### config.mk
export PLATFORM = sky130hd
export DESIGN_NAME = mem_port_arbiter
export DESIGN_NICKNAME = d
export VERILOG_FILES = /design/src/rtl/scc_mem_pkg.sv /design/src/rtl/mem_arb_timer.sv /design/src/rtl/mem_port_arbiter.sv
export SDC_FILE = /design/constraint.sdc
export NUM_CORES = 1
export LEC_CHECK = 0
export CORE_UTILIZATION = 37
export DETAILED_ROUTE_END_ITERATION = 10
export PLACE_DENSITY_LB_ADDON = 0.1
export SYNTH_ARGS = -nofsm -noshare
export SYNTH_HDL_FRONTEND = slang
export SYNTH_HIERARCHICAL = 1
export SYNTH_SLANG_ARGS = --single-unit
### constraint.sdc
create_clock -name clk -period 2.2 [get_ports clk]
set_clock_uncertainty 0.05 [all_clocks]
set_input_delay 0.44 -clock clk [delete_from_list [all_inputs] [get_ports clk]]
set_output_delay 0.44 -clock clk [all_outputs]
set_load 0.01 [all_outputs]
### src/rtl/scc_mem_pkg.sv
// Shared definitions for the unified memory port arbiter.
//   - arb_state_e : arbiter FSM states
//   - DEF_*       : default address/data widths and ack timeout
//   - arb_pick_d  : round-robin pick between fetch and data requesters
package scc_mem_pkg;

    typedef enum logic [1:0] {
        ARB_IDLE   = 2'd0,
        ARB_GNT_IF = 2'd1,
        ARB_GNT_D  = 2'd2
    } arb_state_e;

    localparam int DEF_ADDR_W  = 32;
    localparam int DEF_DATA_W  = 32;
    localparam int DEF_TIMEOUT = 255;

    // Returns 1 when the data side should be granted. On a tie the side
    // that was not granted last wins; last_d = 0 after reset lets data win
    // the first tie.
    function automatic logic arb_pick_d(input logic if_elig,
                                        input logic d_elig,
                                        input logic last_d);
        logic pick;
        if (if_elig && d_elig) begin
            pick = ~last_d;
        end else begin
            pick = d_elig;
        end
        return pick;
    endfunction

endpackage

### src/rtl/mem_arb_timer.sv
// Acknowledge timeout counter for the memory port arbiter.
//   clk, reset : clock, synchronous active-high reset
//   clear      : load the counter with zero (takes priority)
//   enable     : count one more cycle without acknowledge
//   expired    : registered flag, high while the count equals TIMEOUT
// The counter saturates at TIMEOUT; the arbiter completes the transaction
// in the cycle expired is seen, so the count never wraps.
module mem_arb_timer
    import scc_mem_pkg::*;
#(
    parameter int TIMEOUT = DEF_TIMEOUT
) (
    input  logic clk,
    input  logic reset,
    input  logic clear,
    input  logic enable,
    output logic expired
);

    localparam int CNT_W = (TIMEOUT < 1) ? 1 : $clog2(TIMEOUT + 1);
    localparam logic [CNT_W-1:0] LIMIT = CNT_W'(TIMEOUT);

    logic [CNT_W-1:0] count_q;
    logic [CNT_W-1:0] count_d;
    logic             expired_q;
    logic             expired_d;

    // Next count: clear, saturating increment, or hold.
    always_comb begin
        count_d = count_q;
        if (clear) begin
            count_d = {CNT_W{1'b0}};
        end else if (enable && !expired_q) begin
            count_d = count_q + {{(CNT_W-1){1'b0}}, 1'b1};
        end else begin
            count_d = count_q;
        end
        expired_d = (count_d == LIMIT);
    end

    // Counter and expiry flag registers.
    always_ff @(posedge clk) begin
        if (reset) begin
            count_q   <= {CNT_W{1'b0}};
            expired_q <= 1'b0;
        end else begin
            count_q   <= count_d;
            expired_q <= expired_d;
        end
    end

    assign expired = expired_q;

endmodule

### src/rtl/mem_port_arbiter.sv
// Shares one memory port between the instruction-fetch and data requesters.
//   if_req/if_addr -> if_ready/if_rdata          : fetch side (read only)
//   d_req/d_we/d_addr/d_wdata -> d_ready/d_rdata : data side
//   mem_req/mem_we/mem_addr/mem_wdata, mem_ack/mem_rdata : memory port
//   bus_err : pulses with *_ready when the memory did not acknowledge in time
//   busy    : high whenever a grant is in flight
// All outputs are registered. One requester is granted at a time with
// round-robin fairness; completion takes the IDLE state for one cycle so
// there is always an idle bus cycle between transactions.
module mem_port_arbiter
    import scc_mem_pkg::*;
#(
    parameter int ADDR_W  = DEF_ADDR_W,
    parameter int DATA_W  = DEF_DATA_W,
    parameter int TIMEOUT = DEF_TIMEOUT
) (
    input  logic              clk,
    input  logic              reset,
    input  logic              if_req,
    input  logic [ADDR_W-1:0] if_addr,
    output logic              if_ready,
    output logic [DATA_W-1:0] if_rdata,
    input  logic              d_req,
    input  logic              d_we,
    input  logic [ADDR_W-1:0] d_addr,
    input  logic [DATA_W-1:0] d_wdata,
    output logic              d_ready,
    output logic [DATA_W-1:0] d_rdata,
    output logic              mem_req,
    output logic              mem_we,
    output logic [ADDR_W-1:0] mem_addr,
    output logic [DATA_W-1:0] mem_wdata,
    input  logic              mem_ack,
    input  logic [DATA_W-1:0] mem_rdata,
    output logic              bus_err,
    output logic              busy
);

    arb_state_e        state_q, state_d;
    logic              last_d_q, last_d_d;
    logic              mem_req_q, mem_req_d;
    logic              mem_we_q, mem_we_d;
    logic [ADDR_W-1:0] mem_addr_q, mem_addr_d;
    logic [DATA_W-1:0] mem_wdata_q, mem_wdata_d;
    logic              if_ready_q, if_ready_d;
    logic              d_ready_q, d_ready_d;
    logic [DATA_W-1:0] if_rdata_q, if_rdata_d;
    logic [DATA_W-1:0] d_rdata_q, d_rdata_d;
    logic              bus_err_q, bus_err_d;
    logic              busy_q, busy_d;

    logic              if_elig_s;
    logic              d_elig_s;
    logic              tmr_clear_s;
    logic              tmr_en_s;
    logic              tmr_expired_s;

    mem_arb_timer #(
        .TIMEOUT (TIMEOUT)
    ) u_timer (
        .clk     (clk),
        .reset   (reset),
        .clear   (tmr_clear_s),
        .enable  (tmr_en_s),
        .expired (tmr_expired_s)
    );

    // A requester whose ready pulse is high this cycle is still dropping its
    // req, so it is not eligible for a new grant yet.
    assign if_elig_s = if_req && !if_ready_q;
    assign d_elig_s  = d_req  && !d_ready_q;

    // Arbiter next-state, grant capture and completion logic.
    always_comb begin
        state_d     = state_q;
        last_d_d    = last_d_q;
        mem_req_d   = mem_req_q;
        mem_we_d    = mem_we_q;
        mem_addr_d  = mem_addr_q;
        mem_wdata_d = mem_wdata_q;
        if_ready_d  = 1'b0;
        d_ready_d   = 1'b0;
        if_rdata_d  = if_rdata_q;
        d_rdata_d   = d_rdata_q;
        bus_err_d   = 1'b0;
        tmr_clear_s = 1'b0;
        tmr_en_s    = 1'b0;

        case (state_q)
            ARB_IDLE: begin
                if (if_elig_s || d_elig_s) begin
                    tmr_clear_s = 1'b1;
                    mem_req_d   = 1'b1;
                    if (arb_pick_d(if_elig_s, d_elig_s, last_d_q)) begin
                        state_d     = ARB_GNT_D;
                        last_d_d    = 1'b1;
                        mem_we_d    = d_we;
                        mem_addr_d  = d_addr;
                        mem_wdata_d = d_wdata;
                    end else begin
                        state_d     = ARB_GNT_IF;
                        last_d_d    = 1'b0;
                        mem_we_d    = 1'b0;
                        mem_addr_d  = if_addr;
                        mem_wdata_d = {DATA_W{1'b0}};
                    end
                end else begin
                    state_d = ARB_IDLE;
                end
            end
            ARB_GNT_IF, ARB_GNT_D: begin
                // An ack in the same cycle as expiry wins over the timeout.
                if (mem_ack || tmr_expired_s) begin
                    state_d   = ARB_IDLE;
                    mem_req_d = 1'b0;
                    bus_err_d = !mem_ack;
                    if (state_q == ARB_GNT_IF) begin
                        if_ready_d = 1'b1;
                        if_rdata_d = mem_ack ? mem_rdata : {DATA_W{1'b0}};
                    end else begin
                        d_ready_d = 1'b1;
                        if (!mem_ack) begin
                            d_rdata_d = {DATA_W{1'b0}};
                        end else if (!mem_we_q) begin
                            d_rdata_d = mem_rdata;
                        end else begin
                            d_rdata_d = d_rdata_q;
                        end
                    end
                end else begin
                    tmr_en_s = 1'b1;
                end
            end
            default: begin
                state_d   = ARB_IDLE;
                mem_req_d = 1'b0;
            end
        endcase

        busy_d = (state_d != ARB_IDLE);
    end

    // State and output registers.
    always_ff @(posedge clk) begin
        if (reset) begin
            state_q     <= ARB_IDLE;
            last_d_q    <= 1'b0;
            mem_req_q   <= 1'b0;
            mem_we_q    <= 1'b0;
            mem_addr_q  <= {ADDR_W{1'b0}};
            mem_wdata_q <= {DATA_W{1'b0}};
            if_ready_q  <= 1'b0;
            d_ready_q   <= 1'b0;
            if_rdata_q  <= {DATA_W{1'b0}};
            d_rdata_q   <= {DATA_W{1'b0}};
            bus_err_q   <= 1'b0;
            busy_q      <= 1'b0;
        end else begin
            state_q     <= state_d;
            last_d_q    <= last_d_d;
            mem_req_q   <= mem_req_d;
            mem_we_q    <= mem_we_d;
            mem_addr_q  <= mem_addr_d;
            mem_wdata_q <= mem_wdata_d;
            if_ready_q  <= if_ready_d;
            d_ready_q   <= d_ready_d;
            if_rdata_q  <= if_rdata_d;
            d_rdata_q   <= d_rdata_d;
            bus_err_q   <= bus_err_d;
            busy_q      <= busy_d;
        end
    end

    assign mem_req   = mem_req_q;
    assign mem_we    = mem_we_q;
    assign mem_addr  = mem_addr_q;
    assign mem_wdata = mem_wdata_q;
    assign if_ready  = if_ready_q;
    assign d_ready   = d_ready_q;
    assign if_rdata  = if_rdata_q;
    assign d_rdata   = d_rdata_q;
    assign bus_err   = bus_err_q;
    assign busy      = busy_q;

endmodule

==> flow_summary_export.csv <==
group,metric,value,unit
outcome,outcome,"finished with violations",
outcome,violations,"design-rule violations",
worst_setup_path,cp.required,2.48,ns
routing,first_pass_iters,9,
routing,drt-total-wl,16900,um
worst_setup_path,worstSetupPathType,"reg2reg",
worst_setup_path,critPathCaptureType,"flip-flop",
cts,clk_pin_slew,0.06,ns
timing,finalSetupViolations,0,
min_path,hold_path.class,"in2reg",
flow_run,drv_cap,0,
timing,rsz0062_at_grt,"false",
grt,grt_pass1_vias,5135,
power,power_density,767,nW/um^2
cells_and_area,multi_input_area,2470,um^2
cts,clk_latency,0.42,ns
cells_and_area,syn2layout_area_growth,63.4,%
placement,numPortBuffers,267,
timing,period_needed,2.06,ns
timing,max_freq,487,MHz
grt,grt_pass1_wl,26500,um
yosys,syn-num-nets,700,
timing,worstMarginPinSlew,0.390,ns
power,ir_worst_vdd,0.000557,V
power,power,7.00,mW
cts,clkSinkCount,146,
yosys,yosysWarningCount,6,
routing,drc,47,
yosys,synth-main-ff-cell,"dfxtp_1",
cells_and_area,insertedDiodeCount,0,
grt,grt_overflow,0,
cts,cts_inserted_buffers,17,
yosys,synth_edf_count,0,
cells_and_area,final_nets,964,
routing,drtAntennaViolNets,0,
floorplanning,fp.dieArea,15600,um^2
routing,drtIter0Drc,250,
floorplanning,coreArea,14600,um^2
yosys,synth.lib_cells_used.distinct,44,
timing,setup_tns,0,ns
cells_and_area,layout_commonest_cell,"clkdlybuf4s50_1",
worst_setup_path,arrival,2.34,ns
cells_and_area,final_cell_mix,"clkdlybuf4s50_1 (266), dfxtp_1 (144), nor2_1 (109), a22oi_1 (65), and2_1 (34)",
floorplanning,die_h,125,um
timing,finalMaxSlewViolations,0,
yosys,synth_seq_cells,146,
floorplanning,num_io_pins,268,
cts,ctsRootBufferMaster,"clkbuf_16",
timing,hold_violations,0,
grt,grt_usage,21.5,%
yosys,syn_area_per_cell,9.95,um^2
cells_and_area,drive_above_1_share,9.06,%
worst_setup_path,worstSetupStartpointType,"flip-flop",
floorplanning,start_util,38.2,%
routing,routed_via_density,5.00,
cts,cts_htree_levels,4,
floorplanning,rows,44,
routing,wl_per_cell,16.5,um
power,leakage,3.36,nW
floorplanning,dieWidth,125,um
timing,slew_headroom,74.0,%
yosys,synthArstFlopShare,0,%
cts,postCtsHoldBufs,0,
grt,grt_max_degree,38,
cts,cts_buffer_depth,2,
worst_setup_path,cp_max_fo,5,
yosys,netlist_area,5590,um^2
timing,post-route-period-util,93.4,%
yosys,postSynthCellCount,562,
cells_and_area,regArea,2930,um^2
cts,cts_tree,"built",
placement,dpl.hpwl,12000,um
cells_and_area,fillCellCount,1181,
grt,antenna_found_initial,0,
placement,place_congestion,0.802,
yosys,ys_seq_area_share,52.3,%
routing,vias,5115,
[routing by layer]
metal  global-route usage, %  up-vias  share of wire [%]
li1                        -     2505                  -
met1                    23.8     2395                 40
met2                    37.2      203                 49
met3                    9.32       12                9.6
met4                    6.74        0                1.0
met5                       0        -                  0
[worst paths after layout]
kind / slack, ns / end / cells after the start / from
hold reg to reg: 0.44 / mem_addr[23] / 1 / mem_addr[23]
hold / removal: 0.32 / u_timer/count_q[1] / 3 / reset
setup reg to reg: 0.14 / u_timer/expired / 8 / state_q[0]
setup / recovery: 0.14 / u_timer/expired / 8 / state_q[0]
[layout make-up]
cell class	instances	share of cell area, %
clock inverters	14	1.70
repair buffers	290	31.7
well taps	184	2.52
inverters	5	0.206
multi-input cells	366	27.0
clock buffers	18	4.81
flip-flops and latches	146	32.1
[cells by family after synthesis]
kind of cell	count (synthesis)	synth area share, %
flops	146	52.3
simple gates	210	19.2
compound gates	113	16.4
mux	33	5.91
fa+ha+maj	4	0.895
xor+xnor	6	0.940
buf+inv	50	4.32
[metrics by stage]
step / instances / hold WS (ns) / area [um^2] / util (%) / setup slack [ns]
after floorplan: 562 / 0.445 / 5620 / - / 0.00971
after global placement: 990 / 0.419 / 8520 / 58.2 / -0.152
after detailed placement: 990 / 0.421 / 8520 / 58.2 / -0.187
after CTS: 1022 / 0.292 / 9110 / 62.2 / 0.104
after global routing: 1023 / 0.318 / 9130 / 62.4 / 0.0158
final: 1023 / 0.319 / 9130 / 62.4 / 0.145
[power breakdown]
part	switching (mW)	internal [mW]
sequential	0.0922	2.81
combinational	0.516	0.723
clock	1.15	1.71
total	1.76	5.24
[flip-flops by register name, summed over array words and instances (netlist names)]
register and count:
last_d_q 1, state_q 2, d_ready 1, mem_wdata 32
busy 1, u_timer/expired 1, bus_err 1, d_rdata 32
mem_we 1, if_ready 1, if_rdata 32, mem_addr 32
mem_req 1, u_timer/count_q 8
[cell usage after synthesis (10+ instances only)]
| cell type | n | share of area (%) |
|---|---|---|
| dfxtp_1 | 146 | 52 |
| nor2_1 | 111 | 7.5 |
| a22oi_1 | 65 | 8.7 |
| and2_1 | 34 | 3.8 |
| mux2i_1 | 33 | 5.9 |
| a221o_1 | 32 | 5.7 |
| and2_0 | 32 | 3.6 |
| clkbuf_1 | 28 | 1.9 |
| buf_2 | 10 | 0.90 |
[worst max-delay path, stage by stage (launching register included)]
cell and delay, ns:
dfxtp_4 0.36, inv_1 0.06, ha_4 0.28, and2_1 0.16, nor2b_4 0.18, nand4_4 0.11
or3_1 0.39, a21o_1 0.18, nor4b_2 0.19
[what timing repair did]
action                     in CTS  in global routing
gates resized for setup         0                  3
setup endpoints to repair       0                  1
buffers inserted                0                  1
Note: power is estimated with default switching activity, not from simulation.
==> patch: new RTL, same settings <==
Reset style: asynchronous (`reset`), changed in 2 clocked blocks. Comments in the files are not updated.
--- a/src/rtl/mem_arb_timer.sv
+++ b/src/rtl/mem_arb_timer.sv
@@ -39,7 +39,7 @@
     end
 
     // Counter and expiry flag registers.
-    always_ff @(posedge clk) begin
+    always_ff @(posedge clk or posedge reset) begin
         if (reset) begin
             count_q   <= {CNT_W{1'b0}};
             expired_q <= 1'b0;
--- a/src/rtl/mem_port_arbiter.sv
+++ b/src/rtl/mem_port_arbiter.sv
@@ -141,7 +141,7 @@
     end
 
     // State and output registers.
-    always_ff @(posedge clk) begin
+    always_ff @(posedge clk or posedge reset) begin
         if (reset) begin
             state_q     <= ARB_IDLE;
             last_d_q    <= 1'b0;
Formal check against the unedited RTL: differs if reset is asserted again (counterexample within 4 cycles, from zero or initial values and one cycle with reset high); with reset held inactive, the same outputs for 4 cycles.
==> patch against the original RTL <==
Core utilization down 1.2 points. Routed wire length up 9.5%. Final cell count down 2.4%. Sequential cell count unchanged. Setup slack worse by 0.12 ns. Synthesized cell count down 12%. Die area is 8.8% higher. Design area grew 7.1%. Synthesized area up 9.0%.
Power is not compared: it rests on default switching activity, and its combinational part moved more than twofold at a synthesized area within 25%.
==> patch: results (changes against the original RTL) <==
status=finished, final reports clean (was complete, but fails checks); count of multi-input gates=273 (was 366); nonclk buf count=291 (was 290); Final period util=98.7% (was 93.4%); Async SR Flop Fraction=100% (was 0%); Pre-Repair DR Iteration Count=5 (was 9); ratio of cells with drive above 1 in the final layout=9.08% (was 9.06%); Register-to-Register Path Depth=7 (was 8); Routed WL=18500 µm (was 16900 µm); Reg power frac=33.0%; clk tree area frac=6.56% (was 6.51%); Crit Path Category=flop to flop (unchanged); Synth area leaders=dfrtp_1, a22o_1, mux2i_1 (was dfxtp_1, a22oi_1, nor2_1); Tot GR Track Use=21.8% (was 21.5%); Slew @ Worst Pin=0.699 ns (was 0.390 ns); Clk Latency, worst-skew pair=0.41 ns; CP Max Fanout=3 (was 5); part of the Yosys area used for sequential elements=60.0% (was 52.3%); Filler cells=1286 (was 1181); vias in the first global route=5228 (was 5135); Synth top cells by count=dfrtp_1, a22o_1, inv_1 (was dfxtp_1, nor2_1, a22oi_1); Placement Setup Slack=-0.217 ns (was -0.187 ns); Final Net Count=907 (was 964); HP Class=primary input to asynchronous set/reset pin (was primary input to flop); FF-to-FF setup slack=0.03 ns (was 0.14 ns); HPWL Detailed=12900 µm (was 12000 µm); initial antenna violation count=0 (unchanged); CTS max path bufs=2 (unchanged); Synth warnings=6 (unchanged); Seq area share=37.4% (was 32.1%); Pwr Total=13.3 mW; inverters=40 (was 5); syn nets=635 (was 700); die area=17000 µm² (was 15600 µm²); net switching power=4.29 mW; Avg Cell Area, Syn=12.3 µm² (was 9.95 µm²); dpl cells=965 (was 990); routed via count=5129 (was 5115); largest net degree at the start of global routing=81 (was 38); CP Data Arrival Time=2.47 ns (was 2.34 ns); final core occ=61.1% (was 62.4%); Routability Congestion=0.806 (was 0.802); WL per Instance=18.5 µm (was 16.5 µm); first-pass GRT wire length=27800 µm (was 26500 µm); Resized cells post-CTS=1 (was 0); Cell Area, Placed=9130 µm² (was 8520 µm²); r2r endpoint=u_timer/expired$_DFF_PP0_ (was u_timer/expired$_SDFF_PP0_); buffer share of cell area=29.9% (was 31.7%); Iter 0 DRT Violations=252 (was 250); area of the multi-input gates=2130 µm² (was 2470 µm²); FF-to-FF Start=state_q[1]$_DFF_PP0_ (was state_q[0]$_SDFF_PP0_)
[patch: changes by cell type after synthesis, moves of 7 or more]
cell      before  now
clkbuf_1      28   18
and3_1         0   28
o21ai_0        3   10
dfxtp_1      146    0
inv_1          4   40
and2_1        34    1
and2_0        32    0
a22oi_1       65    1
nand2_1        4   37
a22o_1         0   65
dfrtp_1        0  146
nor2_1       111    8
[patch: routing by layer]
layer	part of all wire (%)	global-route usage, %	vias up
met3	9.8	8.98	24
met5	0	0	-
met1	39	25.6	2547
met2	49	35.6	210
met4	2.2	8.00	0
li1	-	-	2348
[patch: cell families after synthesis]
family | count (synthesis) | share of synthesized area, %
adder cells (fa/ha/maj) | 4 | 0.822
AO/OA/AOI/OAI | 124 | 17.3
XOR/XNOR | 4 | 0.575
AND/OR/NAND/NOR | 107 | 10.0
multiplexers | 34 | 5.61
buffers and inverters | 78 | 5.73
flip-flops | 146 | 60.0
[patch: how the worst min path moves through the flow]
stage / startpoint / endpoint / slack (ns) / cells after the start
floorplan: reset / u_timer/count_q[0]$_DFF_PP0_ / 0.22 / 1
global placement: mem_wdata[26]$_DFFE_PP0P_ / mem_wdata[26]$_DFFE_PP0P_ / 0.43 / 1
detailed placement: mem_wdata[22]$_DFFE_PP0P_ / mem_wdata[22]$_DFFE_PP0P_ / 0.43 / 1
CTS: reset / u_timer/expired$_DFF_PP0_ / 0.32 / 2
global route: reset / u_timer/count_q[5]$_DFF_PP0_ / 0.38 / 2
finish: reset / u_timer/count_q[4]$_DFF_PP0_ / 0.34 / 2
[patch: critical path, cell delays in order (launching register included)]
cell and delay, ns:
dfrtp_1 0.37, inv_2 0.06, ha_4 0.27, nor3b_4 0.22
nand4b_4 0.12, or4_4 0.54, a221oi_2 0.24, and4b_1 0.23
